--- src/rtl/multi_zone_light_control.sv ---
// Multi-zone lighting controller: per-zone debounced color cycling,
// sunlight-driven target luminosity with hysteresis, rate-limited ramp,
// and a global color-sync strobe that copies zone 0's color everywhere.
module multi_zone_light_control #(
  parameter int unsigned ZONES           = 4,
  parameter int unsigned SENSOR_W        = 8,
  parameter int unsigned NUM_COLORS      = 4,
  parameter int unsigned TH_HIGH         = 15,
  parameter int unsigned TH_MID          = 30,
  parameter int unsigned TH_OFF          = 50,
  parameter int unsigned HYST            = 2,
  parameter int unsigned DEBOUNCE_CYCLES = 4,
  parameter int unsigned RAMP_CYCLES     = 8,
  localparam int unsigned COLOR_W        = $clog2(NUM_COLORS)
) (
  input  logic                        clk,
  input  logic                        reset,
  input  logic [ZONES-1:0]            color_button,
  input  logic [ZONES*SENSOR_W-1:0]   sunlight_sensor,
  input  logic                        sync_colors,
  output logic [2*ZONES-1:0]          luminosity,
  output logic [COLOR_W*ZONES-1:0]    color,
  output logic [ZONES-1:0]            ramping
);

  localparam int unsigned SENS_MAX = (1 << SENSOR_W) - 1;
  localparam int unsigned DB_W     = $clog2(DEBOUNCE_CYCLES + 1);
  localparam int unsigned RAMP_W   = (RAMP_CYCLES > 1) ? $clog2(RAMP_CYCLES) : 1;

  localparam logic [1:0] LUM_OFF  = 2'b00;
  localparam logic [1:0] LUM_LOW  = 2'b01;
  localparam logic [1:0] LUM_MID  = 2'b10;
  localparam logic [1:0] LUM_HIGH = 2'b11;

  // Threshold raised by the hysteresis band, clamped at full scale
  function automatic int unsigned sat_up(input int unsigned th);
    return (th + HYST > SENS_MAX) ? SENS_MAX : th + HYST;
  endfunction

  // Threshold lowered by the hysteresis band, clamped at zero
  function automatic int unsigned sat_dn(input int unsigned th);
    return (th > HYST) ? th - HYST : 0;
  endfunction

  localparam logic [SENSOR_W-1:0] HI_UP  = SENSOR_W'(sat_up(TH_HIGH));
  localparam logic [SENSOR_W-1:0] HI_DN  = SENSOR_W'(sat_dn(TH_HIGH));
  localparam logic [SENSOR_W-1:0] MID_UP = SENSOR_W'(sat_up(TH_MID));
  localparam logic [SENSOR_W-1:0] MID_DN = SENSOR_W'(sat_dn(TH_MID));
  localparam logic [SENSOR_W-1:0] OFF_UP = SENSOR_W'(sat_up(TH_OFF));
  localparam logic [SENSOR_W-1:0] OFF_DN = SENSOR_W'(sat_dn(TH_OFF));

  // Zone 0's registered color, broadcast on sync_colors
  logic [COLOR_W-1:0] zone0_color;
  assign zone0_color = color[COLOR_W-1:0];

  for (genvar z = 0; z < ZONES; z++) begin : g_zone
    logic [1:0]          sync_q;
    logic                db_q, db_d;
    logic [DB_W-1:0]     db_cnt_q, db_cnt_d;
    logic                press_c;
    logic [COLOR_W-1:0]  color_q, color_d;
    logic [1:0]          tgt_q, tgt_d;
    logic [1:0]          lum_q, lum_d;
    logic [RAMP_W-1:0]   ramp_cnt_q, ramp_cnt_d;
    logic                ramping_q, ramping_d;
    logic [SENSOR_W-1:0] sens;
    logic [SENSOR_W-1:0] eff_hi, eff_mid, eff_off;

    assign sens = sunlight_sensor[z*SENSOR_W +: SENSOR_W];

    // Debounce: accept a level after DEBOUNCE_CYCLES consecutive mismatches
    always_comb begin
      db_d     = db_q;
      db_cnt_d = '0;
      press_c  = 1'b0;
      if (sync_q[1] != db_q) begin
        if (db_cnt_q == DB_W'(DEBOUNCE_CYCLES - 1)) begin
          db_d    = ~db_q;
          press_c = ~db_q;
        end else begin
          db_cnt_d = db_cnt_q + DB_W'(1);
        end
      end
    end

    // Color: sync overrides (and swallows) a same-edge press
    always_comb begin
      color_d = color_q;
      if (sync_colors) begin
        color_d = zone0_color;
      end else if (press_c) begin
        color_d = (color_q == COLOR_W'(NUM_COLORS - 1)) ? '0 : color_q + COLOR_W'(1);
      end
    end

    // Target classification with thresholds shifted away from the current target
    always_comb begin
      eff_hi  = (tgt_q == LUM_HIGH) ? HI_UP  : HI_DN;
      eff_mid = (tgt_q >= LUM_MID)  ? MID_UP : MID_DN;
      eff_off = (tgt_q >= LUM_LOW)  ? OFF_UP : OFF_DN;
      if (sens < eff_hi) begin
        tgt_d = LUM_HIGH;
      end else if (sens < eff_mid) begin
        tgt_d = LUM_MID;
      end else if (sens < eff_off) begin
        tgt_d = LUM_LOW;
      end else begin
        tgt_d = LUM_OFF;
      end
    end

    // Ramp: one level toward the current target every RAMP_CYCLES edges
    always_comb begin
      lum_d      = lum_q;
      ramp_cnt_d = '0;
      if (lum_q != tgt_q) begin
        if (ramp_cnt_q == RAMP_W'(RAMP_CYCLES - 1)) begin
          lum_d = (tgt_q > lum_q) ? lum_q + 2'd1 : lum_q - 2'd1;
        end else begin
          ramp_cnt_d = ramp_cnt_q + RAMP_W'(1);
        end
      end
      ramping_d = (lum_d != tgt_d);
    end

    // Per-zone state registers
    always_ff @(posedge clk or negedge reset) begin
      if (!reset) begin
        sync_q     <= '0;
        db_q       <= 1'b0;
        db_cnt_q   <= '0;
        color_q    <= '0;
        tgt_q      <= LUM_OFF;
        lum_q      <= LUM_OFF;
        ramp_cnt_q <= '0;
        ramping_q  <= 1'b0;
      end else begin
        sync_q     <= {sync_q[0], color_button[z]};
        db_q       <= db_d;
        db_cnt_q   <= db_cnt_d;
        color_q    <= color_d;
        tgt_q      <= tgt_d;
        lum_q      <= lum_d;
        ramp_cnt_q <= ramp_cnt_d;
        ramping_q  <= ramping_d;
      end
    end

    assign luminosity[2*z +: 2]         = lum_q;
    assign color[COLOR_W*z +: COLOR_W]  = color_q;
    assign ramping[z]                   = ramping_q;
  end

endmodule

--- config.mk ---
export PLATFORM = sky130hd
export DESIGN_NAME = multi_zone_light_control
export DESIGN_NICKNAME = d
export VERILOG_FILES = /design/src/rtl/multi_zone_light_control.sv
export SDC_FILE = /design/constraint.sdc
export NUM_CORES = 1
export LEC_CHECK = 0
export BUFFER_PORTS_ARGS = -buffer_cell sky130_fd_sc_hd__buf_2
export CAP_MARGIN = 15
export CORE_MARGIN = 5
export CORE_UTILIZATION = 61
export DETAILED_ROUTE_END_ITERATION = 8
export PLACE_DENSITY_LB_ADDON = 0.12
export SLEW_MARGIN = 0
export SYNTH_ARGS = -nofsm -noshare
export SYNTH_HDL_FRONTEND = slang
export SYNTH_SLANG_ARGS = --single-unit
--- constraint.sdc ---
create_clock -name clk -period 5.7 [get_ports clk]
set_input_delay 1.71 -clock clk [delete_from_list [all_inputs] [get_ports clk]]
set_output_delay 1.71 -clock clk [all_outputs]
set_load 0.01 [all_outputs]
After elaboration in Yosys (flattened, before gate mapping)
Cells that the tools add are included.
{"block": "classes", "n_addsub": 20, "n_lt_le_gt_ge": 24, "n_eq_ne": 28, "n_mux": 70, "bitwise_logic": 5, "reduce_logical": 8}
{"cell": "< comparator 8 x 6 -> 1 bit", "n": 8}
{"cell": "2-to-1 mux 2 bit", "n": 30}
{"cell": "2-to-1 mux 3 bit", "n": 20}
{"cell": "< comparator 8 x 5 -> 1 bit", "n": 4}
{"cell": "adder 3 x 1 -> 3 bit, second input constant", "n": 8}
{"cell": "2-to-1 mux 6 bit", "n": 4}
{"cell": "2-to-1 mux 5 bit", "n": 4}
{"cell": "adder 2 x 1 -> 2 bit, second input constant", "n": 8}
{"cell": "equality test 2 bit, second input constant", "n": 8}
{"cell": "inequality test 2 bit", "n": 8}
{"cell": "equality test 3 x 2 -> 1 bit, second input constant", "n": 4}
{"cell": "equality test 3 bit, second input constant", "n": 4}
{"cell": "2-to-1 mux 1 bit", "n": 12}
{"cell": "AND reduction 2 bit", "n": 5}
{"cell": ">= comparator 2 x 1 -> 1 bit, second input constant", "n": 4}
{"cell": ">= comparator 2 bit, second input constant", "n": 4}
{"cell": "greater-than comparator 2 bit", "n": 4}
{"cell": "subtractor 2 x 1 -> 2 bit, second input constant", "n": 4}
{"cell": "nonzero test 2 bit", "n": 3}
{"cell": "inverter 1 bit", "n": 5}
{"cell": "inequality test 1 bit", "n": 4}
{"block": "word_totals", "register_bits": 64, "input_bits": 39, "word_cells": 187}

Longest topological paths before layout
Gate-level depths: netlist (run 1).
{"block": "logic_depth", "word_depth": 7, "mapped_depth": 9, "mapped_depth_nobuf": 9}

Worst setup path after synthesis (run 1)
No wires, ideal clock.
{"block": "synth_path", "kind": "in2reg", "from": "input sunlight_sensor[20]", "to": "register g_zone[2].ramping_q", "setup_time_ns": 0.136, "arrival_time_ns": 2.997, "t_required_ns": 5.564, "path_slack_ns": 2.567, "path_stages": 7, "cell_sequence": "ha_1 -> a21oi_1 -> nand2_1 -> maj3_2 -> nor3_1 -> and4_1 -> a311oi_2"}
{"block": "synth_via", "elab_chain_cells": 5}
{"item": "start: declaration", "line": "19", "source": "input logic [ZONES*SENSOR_W-1:0] sunlight_sensor,"}
{"item": "< comparator 8 x 6 -> 1 bit", "line": "105", "source": "end else if (sens < eff_off) begin"}
{"item": "2-to-1 mux 1 bit", "line": "105"}
{"item": "2-to-1 mux 2 bit", "line": "103", "source": "end else if (sens < eff_mid) begin"}
{"item": "2-to-1 mux 2 bit *", "line": "101", "source": "if (sens < eff_hi) begin"}
{"item": "inequality test 2 bit *", "line": "123", "source": "ramping_d = (lum_d != tgt_d);"}
{"item": "named net g_zone[2].ramping_d", "line": "65", "source": "logic ramping_q, ramping_d;"}
{"item": "end signal: assignment", "line": "145", "source": "ramping_q <= ramping_d;"}
{"item": "end: declaration", "line": "65"}
Mark *: on every way through the listed nets, which the timed path passes. The rest lies on a longest branch.
A chain may end at the register's enable or synchronous reset.

Final worst setup path (run 1)
Ends and elaborated chain as after synthesis.

==> results.json, run 1 <==
{
  "status": "completed",
  "avgSynthCellArea_um2": 10.8,
  "synth_most_common_cell": "dfrtp_1",
  "hp-class": "reg -> reg",
  "ys_seq_area_share_pct": 45.4,
  "clockBufferDepth": 2,
  "max_freq_ghz": 0.328,
  "core_area_um2": 5570,
  "r2r-end": "g_zone[2].ramping_q$_DFF_PN0_",
  "insertedDiodeCount": 0,
  "whs_endpoint": "g_zone[0].sync_q[1]$_DFF_PN0_",
  "cp_top_family": "simple AND/OR/NAND/NOR gates",
  "fin_nets": 472,
  "crit_buf_inv": 1,
  "crit_required_ns": 5.92,
  "wl_um": 5810,
  "start_kind": "input port",
  "regToRegSetupSlack_ns": 3.47,
  "antenna_found_initial": 0,
  "rsz0062_at_grt": "no",
  "ys_top_cells_by_area": "dfrtp_1 45%, ha_1 16%, inv_1 3.0%",
  "clock_skew_ns": 0.00633,
  "synth_top_area_cell": "dfrtp_1",
  "synth_top_area_share_pct": 45.4,
  "setup_tns_ns": 0,
  "clk_pin_slew_ns": 0.07,
  "critPathMaxStageDelay_ns": 0.30,
  "hpwlAfterDp_um": 4480,
  "syn_inst": 326,
  "synth_nets": 409,
  "grt_first_pass_wirelength_um": 10600,
  "die_w_um": 86.1,
  "hold_viol": 0,
  "grt_pass1_vias": 2585,
  "htreeDepth": 3,
  "p_leak_nw": 2.11,
  "final-setup-viol-count": 0,
  "grt-ovfl-total": 0,
  "ioPinCount": 59,
  "worstSkewPairLatency_ns": 0.33,
  "reg2reg_depth": 8,
  "r2r_start": "g_zone[2].lum_q[1]$_DFF_PN0_",
  "fin_crit_sh_pct": 53.5,
  "clock_sinks": 64,
  "worstHoldStart": "g_zone[0].sync_q[0]$_DFF_PN0_",
  "place_congestion": 0.761,
  "path_cells": "buf_2 > ha_1 > a21oi_1 > nand2_1 > maj3_2 > nor3_1 > and4_1 > a311oi_2",
  "crit_arrival_ns": 3.26,
  "slew_viol_final": 0,
  "yosys_warnings": 0,
  "ir_drop_uv": 190,
  "yosys-top-cells-count": "64 x dfrtp_1, 44 x ha_1, 28 x inv_1, 18 x a21oi_1",
  "num_rows": 27,
  "layout_setup_ws_ns": 2.65,
  "drt-initial-drc-count": 52,
  "min_period_ns": 3.05,
  "synth_top_flop_cell": "dfrtp_1",
  "cts_setup_buffers": 0,
  "post-route-cell-area_um2": 4060,
  "floorplan.initialDensity_pct": 63.3,
  "die-area_um2": 7410,
  "worst_pin_slew_ns": 0.774,
  "drt_pass1_iterations": 4,
  "slew-limit-headroom_pct": 48.4,
  "synth-edff-count": 0,
  "postPlaceCellArea_um2": 3880,
  "routed-via-count": 2528,
  "power_density_nw_per_um2": 302,
  "cts_inserted_buffers": 9,
  "async_flop_share_pct": 100,
  "fin_cells": 466,
  "final_util_pct": 72.8,
  "cts_resized": 0,
  "post_drt_wl_per_cell_um": 12.5,
  "slowest_stage": "ha_1",
  "chipHeight_um": 86.1,
  "crit_start": "sunlight_sensor[20]",
  "pre_cts_slack_ns": 2.27,
  "cts_hold_buf": 0,
  "cts_tree": "built",
  "syn_to_final_growth_pct": 15.0,
  "cap_violations": 0,
  "synth_cell_types": 48,
  "critical_path_class": "in -> reg",
  "cts-root-buf": "clkbuf_8",
  "syn_area_um2": 3530,
  "grt_max_degree": 65,
  "drive_gt1_share_pct": 23.6,
  "cp_max_fo": 4,
  "critPathCaptureType": "flip-flop",
  "min_path_cells": 0,
  "ant_nets": 0,
  "via_per_inst": 5.42,
  "grt.total_usage_pct": 17.9,
  "route.detailed.drc": 0,
  "placed_cells": 450,
  "port_buffers": 58,
  "ys_ff_latch": 64
}
==> sequential cells by signal, indices dropped and copies added (netlist names) <==
| register | flops |
|---|---|
| g_zone.tgt_q | 8 |
| g_zone.db_q | 4 |
| g_zone.sync_q | 8 |
| g_zone.lum_q | 8 |
| g_zone.color_q | 8 |
| g_zone.ramping_q | 4 |
| g_zone.db_cnt_q | 12 |
| g_zone.ramp_cnt_q | 12 |
==> kinds of logic after synthesis <==
logic type      share of synthesized area [%]
xor+xnor                                 5.17
fa+ha+maj                                16.5
buf+inv                                  4.29
compound gates                           11.5
mux                                      2.76
simple gates                             14.4
flops                                    45.4
==> layer usage <==
metal | track usage (%) | wire [um] | share of wire (%) | vias up
li1 | - | - | - | 1287
met1 | 20.8 | 2510 | 43 | 1191
met2 | 31.3 | 2940 | 51 | 41
met3 | 4.13 | 257 | 4.4 | 9
met4 | 7.91 | 98 | 1.7 | 0
met5 | 0 | 0 | 0 | -
==> power breakdown <==
group          total (W)  switching [W]  internal [W]
Sequential      0.000591      0.0000565      0.000534
Combinational   0.000285       0.000141      0.000144
Clock           0.000351       0.000171      0.000180
==> per-stage QoR <==
step                      hold WS [ns]  power, W
after global routing             0.376   0.00132
after global placement           0.344  0.000871
after CTS                        0.363   0.00125
after floorplan                  0.331  0.000793
after detailed placement         0.343  0.000889
final                            0.358   0.00123
==> worst max path at each step <==
stage | end | cells past startpoint
4_1_cts | g_zone[2].ramping_q$_DFF_PN0_ | 8
2_1_floorplan | g_zone[2].ramping_q$_DFF_PN0_ | 7
3_3_place_gp | g_zone[2].ramping_q$_DFF_PN0_ | 8
3_5_place_dp | g_zone[2].ramping_q$_DFF_PN0_ | 8
6_report | g_zone[2].ramping_q$_DFF_PN0_ | 8
5_1_grt | g_zone[2].ramping_q$_DFF_PN0_ | 8
==> cell usage in the layout (no fill, tap or decap), types with 3 or more instances in the layout <==
cell type / netlist / layout
clkbuf_8: 0 / 11
nor2b_1: 7 / 7
dfrtp_1: 64 / 64
a21oi_1: 18 / 18
nor2_1: 17 / 17
inv_1: 28 / 28
o21a_1: 3 / 3
ha_1: 44 / 44
or2_1: 4 / 4
nor4_1: 6 / 6
o21ai_1: 8 / 8
xnor2_1: 11 / 11
clkinv_2: 0 / 3
nand2_1: 17 / 17
o211ai_1: 5 / 5
and2_1: 6 / 6
maj3_2: 3 / 3
nor3b_1: 8 / 8
o21ai_0: 12 / 12
buf_2: 1 / 58
xor2_1: 3 / 3
nor3_1: 10 / 10
mux2i_1: 3 / 3
and4_1: 3 / 3
mux2_2: 6 / 6
==> area by class of cell <==
class                   instances  area (um2)
multi-input cells             226        1780
flip-flops and latches         64        1600
fillers                       430        1520
repair buffers                 59         298
clock buffers                  11         151
inverters                      29         109
well taps                      72        90.1
clock inverters                 5        31.3
(Power assumes the default switching activity.)
==> run 2, diff against run 1 <==
--- a/config.mk
+++ b/config.mk
@@ -8,7 +8,7 @@
 export BUFFER_PORTS_ARGS = -buffer_cell sky130_fd_sc_hd__buf_2
 export CAP_MARGIN = 15
 export CORE_MARGIN = 5
-export CORE_UTILIZATION = 61
+export CORE_UTILIZATION = 51
 export DETAILED_ROUTE_END_ITERATION = 8
 export PLACE_DENSITY_LB_ADDON = 0.12
 export SLEW_MARGIN = 0
==> constraint.sdc (replaced) <==
create_clock -name clk -period 2.45 [get_ports clk]
set_input_delay 0.735 -clock clk [delete_from_list [all_inputs] [get_ports clk]]
set_output_delay 0.735 -clock clk [all_outputs]
set_load 0.01 [all_outputs]
==> results.json, run 2 (synthesis results as in run 1) <==
{
  "cts_setup_buffers": 0,
  "htreeDepth": 3,
  "path_cells": "inv_1 > ha_1 > nor2b_4 > or3_1 > a21o_1 > xnor2_4 > and4_1 > a311oi_2",
  "placed_cells": 458,
  "num_rows": 30,
  "p_leak_nw": 2.12,
  "critPathCaptureType": "flip-flop",
  "wl_um": 5580,
  "route.detailed.drc": 0,
  "port_buffers": 58,
  "worstSkewPairLatency_ns": 0.33,
  "crit_required_ns": 2.69,
  "hold_viol": 0,
  "ant_nets": 0,
  "critPathMaxStageDelay_ns": 0.45,
  "core_area_um2": 6760,
  "slowest_stage": "dfrtp_1",
  "cts_tree": "built",
  "drive_gt1_share_pct": 23.4,
  "die-area_um2": 8690,
  "regToRegSetupSlack_ns": 0.22,
  "p_switching_w": 0.000844,
  "clockBufferDepth": 2,
  "hp-class": "reg -> reg",
  "grt_pass1_vias": 2410,
  "final-setup-viol-count": 0,
  "cts_hold_buf": 0,
  "post-route-cell-area_um2": 4100,
  "grt_max_degree": 65,
  "rsz0062_at_grt": "no",
  "syn_to_final_growth_pct": 16.0,
  "clock_sinks": 64,
  "top_regs": "g_zone.db_cnt_q: 12 flops, g_zone.ramp_cnt_q: 12 flops",
  "cap_violations": 0,
  "grt_first_pass_wirelength_um": 10100,
  "post_drt_wl_per_cell_um": 11.8,
  "timing.hold.ws_ns": 0.352,
  "slew_viol_final": 0,
  "cts_resized": 0,
  "hpwlAfterDp_um": 4340,
  "final_cell_mix": "64 x dfrtp_1, 58 x buf_2, 44 x ha_1, 28 x inv_1, 18 x a21oi_1",
  "place_congestion": 0.771,
  "insertedDiodeCount": 0,
  "p_int_w": 0.00207,
  "critical_path_class": "reg -> reg",
  "floorplan.initialDensity_pct": 52.3,
  "regArea_um2": 1600,
  "dr_wl_met2_um": 2530,
  "fin_nets": 472,
  "worst_pin_slew_ns": 0.344,
  "grt-ovfl-total": 0,
  "start_kind": "flip-flop",
  "chipHeight_um": 93.2,
  "drt_pass1_iterations": 4,
  "antenna_found_initial": 0,
  "cp_max_fo": 4,
  "crit_cells": 8,
  "min_period_ns": 2.23,
  "swShare_pct": 28.9,
  "slew-limit-headroom_pct": 76.9,
  "fin_cells": 474,
  "clk_pin_slew_ns": 0.07,
  "crit_buf_inv": 1,
  "p_clk_share_pct": 30.4,
  "ir_drop_uv": 298,
  "final_common_cell": "dfrtp_1",
  "cts-root-buf": "clkbuf_8",
  "routed.top_layer": "met4",
  "clock_skew_ns": 0.00527,
  "postPlaceCellArea_um2": 3900,
  "fill_cells": 570,
  "via_per_inst": 5.24,
  "routed-via-count": 2482,
  "power_density_nw_per_um2": 712,
  "setup_tns_ns": 0,
  "min_path_cells": 0,
  "ioPinCount": 59,
  "die_w_um": 93.2,
  "status": "completed",
  "reg2reg_depth": 8,
  "crit_arrival_ns": 2.47,
  "met3WireLength_um": 302,
  "p_comb_share_pct": 22.5,
  "drt-met1-wl_um": 2620,
  "max_freq_ghz": 0.449,
  "cts_inserted_buffers": 9,
  "cp_top_family": "simple AND/OR/NAND/NOR gates",
  "total_power_w": 0.00292,
  "p_seq_share_pct": 47.1,
  "multi_input_area_um2": 1780,
  "grt.total_usage_pct": 14.6,
  "drt-initial-drc-count": 44,
  "fin_crit_sh_pct": 91.0
}
-- run 2: changes by cell type in the layout (fill, tap and decap cells not counted), sizes merged --
cell	previous run	this run
clkinv	4	3
bufinv	0	1
-- run 2: worst paths after layout --
path                                          startpoint                            end
hold reg to reg            g_zone[2].sync_q[0]$_DFF_PN0_  g_zone[2].sync_q[1]$_DFF_PN0_
setup / recovery            g_zone[2].lum_q[1]$_DFF_PN0_  g_zone[2].ramping_q$_DFF_PN0_
setup reg to reg            g_zone[2].lum_q[1]$_DFF_PN0_  g_zone[2].ramping_q$_DFF_PN0_
hold / removal             g_zone[2].sync_q[0]$_DFF_PN0_  g_zone[2].sync_q[1]$_DFF_PN0_
max in group asynchronous                          reset   g_zone[0].lum_q[0]$_DFF_PN0_
min in group asynchronous                          reset   g_zone[3].tgt_q[1]$_DFF_PN0_
-- run 2: layout make-up --
class                   count  share of cell area (%)
flip-flops and latches     64                    39.1
repair buffers             59                    7.57
inverters                  29                    2.66
clock buffers              11                    3.45
clock inverters             5                    1.37
well taps                  80                    2.44
multi-input cells         226                    43.4
-- run 2: per-stage QoR --
| stage | setup slack, ns | utilization, % |
|---|---|---|
| after floorplan | 0.277 | - |
| after global placement | 0.0852 | 57.7 |
| after detailed placement | 0.0403 | 57.7 |
| after CTS | 0.202 | 60.6 |
| after global routing | 0.120 | 60.6 |
| final | 0.222 | 60.6 |
-- run 2: power by group through the flow --
stage	Clock [W]	Sequential (W)	Combinational, W
after floorplan	0	0.00140	0.000448
after global placement	0	0.00139	0.000645
after detailed placement	0	0.00140	0.000670
after CTS	0.000920	0.00138	0.000675
after global routing	0.000974	0.00140	0.000772
final	0.000888	0.00137	0.000656
-- run 2: routing by layer --
layer,vias up,global-route usage (%)
met2,50,22.6
met1,1142,18.7
met5,-,0
met3,9,4.02
li1,1281,-
met4,0,7.69
